[src/rtl/debounce_pulse.sv]
// Button/switch conditioner: synchronizer, stability qualifier FSM, registered
// level with one-cycle rise/fall pulses and a wrapping press counter.
module debounce_pulse #(
  parameter int SYNC_STAGES   = 2,
  parameter int STABLE_CYCLES = 4,
  parameter int CNT_W         = 16,
  parameter int PCNT_W        = 8
) (
  input  logic              clk,
  input  logic              rst,
  input  logic              btn_in,
  output logic              level,
  output logic              rise,
  output logic              fall,
  output logic              busy,
  output logic [PCNT_W-1:0] press_cnt
);

  typedef enum logic [1:0] {
    S_LOW     = 2'd0,
    S_WAIT_HI = 2'd1,
    S_HIGH    = 2'd2,
    S_WAIT_LO = 2'd3
  } state_t;

  localparam logic [CNT_W-1:0] CNT_LAST = CNT_W'(STABLE_CYCLES - 1);

  logic [SYNC_STAGES-1:0] sync_reg;
  logic                   s;

  state_t            state_reg, state_next;
  logic [CNT_W-1:0]  cnt_reg, cnt_next;
  logic              level_reg, level_next;
  logic              rise_reg, rise_next;
  logic              fall_reg, fall_next;
  logic              busy_reg, busy_next;
  logic [PCNT_W-1:0] press_reg, press_next;

  always_ff @(posedge clk) begin
    if (rst) begin
      sync_reg <= '0;
    end else begin
      sync_reg <= {sync_reg[SYNC_STAGES-2:0], btn_in};
    end
  end

  // Only the last synchronizer stage is ever observed by the qualifier.
  assign s = sync_reg[SYNC_STAGES-1];

  always_ff @(posedge clk) begin
    if (rst) begin
      state_reg <= S_LOW;
      cnt_reg   <= '0;
      level_reg <= 1'b0;
      rise_reg  <= 1'b0;
      fall_reg  <= 1'b0;
      busy_reg  <= 1'b0;
      press_reg <= '0;
    end else begin
      state_reg <= state_next;
      cnt_reg   <= cnt_next;
      level_reg <= level_next;
      rise_reg  <= rise_next;
      fall_reg  <= fall_next;
      busy_reg  <= busy_next;
      press_reg <= press_next;
    end
  end

  always_comb begin
    state_next = state_reg;
    cnt_next   = cnt_reg;
    level_next = level_reg;
    rise_next  = 1'b0;
    fall_next  = 1'b0;
    press_next = press_reg;

    case (state_reg)
      S_LOW: begin
        if (s) begin
          state_next = S_WAIT_HI;
          cnt_next   = CNT_W'(1);
        end
      end
      S_WAIT_HI: begin
        if (!s) begin
          state_next = S_LOW;
          cnt_next   = '0;
        end else if (cnt_reg == CNT_LAST) begin
          state_next = S_HIGH;
          level_next = 1'b1;
          rise_next  = 1'b1;
          press_next = press_reg + PCNT_W'(1);
          cnt_next   = '0;
        end else begin
          cnt_next = cnt_reg + CNT_W'(1);
        end
      end
      S_HIGH: begin
        if (!s) begin
          state_next = S_WAIT_LO;
          cnt_next   = CNT_W'(1);
        end
      end
      S_WAIT_LO: begin
        if (s) begin
          state_next = S_HIGH;
          cnt_next   = '0;
        end else if (cnt_reg == CNT_LAST) begin
          state_next = S_LOW;
          level_next = 1'b0;
          fall_next  = 1'b1;
          cnt_next   = '0;
        end else begin
          cnt_next = cnt_reg + CNT_W'(1);
        end
      end
      default: begin
        state_next = S_LOW;
        cnt_next   = '0;
      end
    endcase

    // Registered so busy reflects the state being entered, with no extra lag.
    busy_next = (state_next == S_WAIT_HI) || (state_next == S_WAIT_LO);
  end

  assign level     = level_reg;
  assign rise      = rise_reg;
  assign fall      = fall_reg;
  assign busy      = busy_reg;
  assign press_cnt = press_reg;

endmodule

[config.mk]
export PLATFORM = sky130hd
export DESIGN_NAME = debounce_pulse
export DESIGN_NICKNAME = d
export VERILOG_FILES = /design/src/rtl/debounce_pulse.sv
export SDC_FILE = /design/constraint.sdc
export NUM_CORES = 1
export LEC_CHECK = 0
export CAP_MARGIN = 20
export CORE_MARGIN = 5
export CORE_UTILIZATION = 45
export DETAILED_ROUTE_END_ITERATION = 12
export PLACE_DENSITY = 0.66
export SYNTH_ARGS = -nofsm -noshare
export SYNTH_HDL_FRONTEND = slang
export SYNTH_SLANG_ARGS = --single-unit
export TNS_END_PERCENT = 50
[constraint.sdc]
create_clock -name clk -period 2.9 [get_ports clk]
set_clock_uncertainty 0.05 [all_clocks]
set_input_delay 0.58 -clock clk [delete_from_list [all_inputs] [get_ports clk]]
set_output_delay 0.58 -clock clk [all_outputs]
set_load 0.02 [all_outputs]
After elaboration in Yosys (flattened, before gate mapping)
Cells that the tools add are included.

operators by class
  add/sub/neg operators = 2
  mux-type cells = 19
  equal/unequal tests = 12
  reductions and logical operators = 8
  bitwise logic cells = 3

operators with widths
  kind                   number
  $mux 16                5
  $pmux 16 s4            1
  $add 16x1->16 const B  1
  $eq 16x2->1 const B    1
  $mux 2                 6
  $ne 2x2->1 const B     6
  $add 8x1->8 const B    1
  $pmux 2 s4             1
  $eq 2x2->1 const B     3
  $reduce_or 3->1        2
  $mux 1                 5
  $reduce_and 5->1       1
  $eq 2x1->1 const B     2
  $not 1->1              3
  $reduce_and 3->1       1
  $logic_not 2->1        1
  $pmux 1 s2             1
  $reduce_and 2->1       1
  $reduce_bool 2->1      1
  $logic_or 1x1->1       1

word-level totals
  input port bits = 3
  flip-flop bits (word level) = 32

Logic depth before layout (Yosys ltp)
  word-level depth = 6
  gate-level depth with buffers = 9

Worst setup path after synthesis
Ideal clock, no wire load.

  path type = register to register
  from = register cnt_reg[0]
  to = register cnt_reg[12]
  setup time = 74 ps
  data required time = 2,776 ps
  slack = 835 ps
  data arrival time = 1,941 ps
  period minus slack after synthesis = 2,065 ps
  cell stages (with the launch flop) = 9
  cells stage by stage = dfxtp_1 ha_1 clkbuf_2 nor4b_2 and4_1 buf_6 or3_1 or3_1 o21ai_0

between the ends
  longest elaborated chain between the ends = 4
  elaborated cells between the ends (all ways) = 6
  classes of those cells = 1 x add/sub; 1 x eq/ne; 4 x mux

ends and longest elaborated chain
  item                                                 line     source
  start: declaration                                   32       logic [CNT_W-1:0] cnt_reg, cnt_next;
  start signal: assignment                             61       cnt_reg <= cnt_next;
  $add 16x1->16 / $eq 16x2->1 (equally long branches)  -
  $mux 16 *                                            89, 109
  $mux 16 (on tied branches)                           106, 86
  $pmux 16 s4 *                                        78       case (state_reg)

Every way passes the cells marked *; elsewhere a longest branch is shown, timed or not.
A chain may end at the register's enable or synchronous reset.

Worst setup path in the final report
  from = register cnt_reg[0]
  to = register press_reg[7] (netlist: press_cnt[7])

between the ends
  longest elaborated chain between the ends = 2

ends and longest elaborated chain
  item                               line  source
  $eq 16x2->1                        89    end else if (cnt_reg == CNT_LAST) begin
  $reduce_and 3->1 (no source line)  -
  end signal: assignment             66    press_reg <= press_next;
  end: declaration                   37    logic [PCNT_W-1:0] press_reg, press_next;

No other way between the ends.

==> results by group <==
Run status
  – Outcome: finished, final reports clean

Floorplan
  – Die area: 4510 um^2
  – Core area: 3100 um^2
  – Initial core utilization: 47.4%
  – Die Y: 67.2 um
  – Die X: 67.2 um
  – Std-Cell Rows: 20
  – I/O pin count: 15

STA
  – Worst-margin pin slew: 0.909 ns
  – # setup viols final: 0
  – Setup tns final: 0 ns
  – Final period util: 86.5%
  – Final min period: 2.51 ns
  – Max-Slew Margin vs Limit: 39.0%
  – Worst Hold Slack: 0.407 ns
  – Unrepaired setup endpoints after global routing: false
  – Final count of pins violating max slew: 0
  – Final Hold Vio Count: 0
  – Setup WS post-layout: 0.392 ns
  – F_max: 0.399 GHz

Global route
  – GRT overflow: 0
  – Largest net degree at the start of global routing: 16
  – GRT Total Usage: 16.1%
  – First-pass GRT wire length: 5640 um
  – Vias in the first global route: 1274
  – Initial antenna violation count: 0

Placement
  – HPWL after DPL: 2210 um
  – Setup WS pre-CTS: 0.432 ns
  – Port bufs: 14
  – Final Wtd Congestion: 0.795
  – Placed Cells: 224
  – DP Area: 1620 um^2

Pwr
  – Pwr per Cell Area: 419 nW/um^2
  – VDD IR-drop max: 0.246 mV
  – Leakage power: 0.556 nW
  – Switch Pwr: 170 uW
  – Total Power: 701 uW
  – Internal power: 531 uW
  – Flop pwr share: 61.8%
  – Net Sw Frac: 24.2%
  – Comb power frac: 4.1%
  – Clock power share: 34.1%

Clock network
  – H-tree levels: 2
  – Clk_lat worst skew: 0.33 ns
  – Clock Sinks: 31
  – Post-CTS setup buffers: 0
  – Register clock-pin slew on the reported worst setup and hold paths: 0.10 ns
  – TritonCTS clock tree: built
  – Hold Buf Count CTS: 0
  – Num CTS Buffers: 5
  – CTS max path bufs: 2
  – CTS root buffer: clkbuf_4
  – Cells resized by post-CTS repair: 0

Yosys
  – Mapped cell area: 1470 um^2
  – Syn avg cell area: 8.51 um^2
  – Top_reg_cell synth: dfxtp_1
  – Yosys warns: 0
  – Synth cell types: 36
  – Register bit total from synthesis: 31
  – Post-Syn Instances: 173
  – Asr flop ratio synth: 0%
  – Seq/Total Area, Yosys: 42.2%
  – Post-Syn Nets: 178
  – Post-synth EDFFs: 0

Hold path
  – Hold Path Class: reg2reg

Worst setup path
  – CP cell instances: ha_1 -> nor4b_2 -> and4_1 -> nand3_4 -> or4_1 -> a21oi_1
  – Worst path arrival time: 2.72 ns
  – CP startpoint kind: register
  – Worst path bufs/invs: 0
  – Kind of end point of the critical path: register
  – WP data required: 3.11 ns
  – Max incr delay on CP: 0.55 ns
  – Critical path fanouts, max: 10
  – Crit-path leading delay family: simple AND/OR/NAND/NOR gates
  – Slowest stage cell, crit path: or4_1
  – CP Class: reg2reg

Route
  – Pre-Repair DR Iteration Count: 4
  – DRT Wirelength: 3080 um
  – Drc violations: 0
  – Detail Route Antenna Nets: 0
  – WL/cell: 13.3 um
  – DR vias/cell: 5.51
  – Via count: 1278
  – DRT iter0 DRCs: 57

Finish
  – Number of diodes: 0
  – Share of cells above drive strength 1: 6.91%
  – Max reg flops: 16
  – Fillers: 325
  – Final instance area: 1670 um^2
  – Nets: 192
  – Area Growth Syn to Fin: 13.8%
  – Finished Layout Cells: 232
  – Final core utilization: 54.0%

Job
  – MaxCap Viol Count: 0
==> cells in the mapped netlist (2+ instances only) <==
cell,n,share of area (%)
nor4_1,4,1.7
and3_1,2,0.85
nor2b_1,4,1.7
mux2i_1,3,2.0
xnor2_1,4,2.4
ha_1,2,1.7
inv_1,3,0.77
nand3_1,11,3.7
nor2_1,13,3.3
xor2_1,4,2.4
buf_2,2,0.68
buf_6,3,2.3
dfxtp_1,31,42
o21a_1,2,1.0
a31oi_1,7,3.0
nand4_1,8,3.4
nor3_1,3,1.0
a21oi_1,13,4.4
nand2_1,18,4.6
and4_1,3,1.8
clkbuf_1,3,0.77
or3_1,7,3.0
o21ai_0,10,3.4
==> area by class of cell <==
class | count | area, um^2 | area share (%)
clock inverters | 3 | 15.0 | 0.897
clock buffers | 5 | 37.5 | 2.24
inverters | 3 | 11.3 | 0.673
flip-flops and latches | 31 | 621 | 37.1
well taps | 44 | 55.1 | 3.29
repair buffers | 16 | 155 | 9.27
multi-input cells | 130 | 779 | 46.6
==> worst register-to-register path, cell delays in order (launching register included) <==
cell and delay [ns]:
dfxtp_1 0.42, ha_1 0.36, nor4b_2 0.24, and4_1 0.49, nand3_4 0.19, or4_1 0.56
a21oi_1 0.15
==> per-layer routing <==
metal	global-route usage (%)	wire, um	vias up
met3	3.49	85	4
li1	-	-	660
met5	0	0	-
met1	20.3	1450	595
met4	6.08	33	0
met2	26.9	1510	19
==> logic make-up (layout without fill, tap and decap cells) <==
family / count (synthesis) / in the layout / synth area share [%]
and+or+nand+nor: 80 / 80 / 29.9
AOI/OAI and AO/OA: 37 / 37 / 14.5
DFF: 31 / 31 / 42.2
buffers and inverters: 12 / 27 / 4.85
xor gates and xnor gates: 8 / 8 / 4.76
muxes: 3 / 3 / 2.04
adders and majority gates: 2 / 2 / 1.70
==> power by group through the flow <==
stage,Combinational (mW),Clock (mW),Sequential [mW]
after floorplan,0.0168,0,0.443
after detailed placement,0.0289,0,0.443
after global placement,0.0278,0,0.443
after CTS,0.0290,0.250,0.433
final,0.0287,0.239,0.433
after global routing,0.0320,0.270,0.434
==> layout by cell type (no fill, tap or decap), types with 3 or more instances in the layout <==
cell type / instances
xor2_1: 4
nor3_1: 3
a31oi_1: 7
clkinv_2: 3
clkdlybuf4s50_1: 14
or3_1: 7
nand3_1: 11
clkbuf_4: 5
mux2i_1: 3
nor4_1: 4
nand2_1: 18
nand4_1: 8
nor2b_1: 4
and4_1: 3
o21ai_0: 10
xnor2_1: 4
a21oi_1: 13
inv_1: 3
nor2_1: 13
dfxtp_1: 31
==> path summary, 6_finish.rpt <==
path	startpoint	to	slack [ns]	depth (start not counted)
setup / recovery	cnt_reg[0]	press_cnt[7]	0.39	6
hold / removal	sync_reg[0]	sync_reg[1]	0.41	1
setup reg to reg	cnt_reg[0]	press_cnt[7]	0.39	6
hold reg to reg	sync_reg[0]	sync_reg[1]	0.41	1
(Power assumes the default switching activity.)
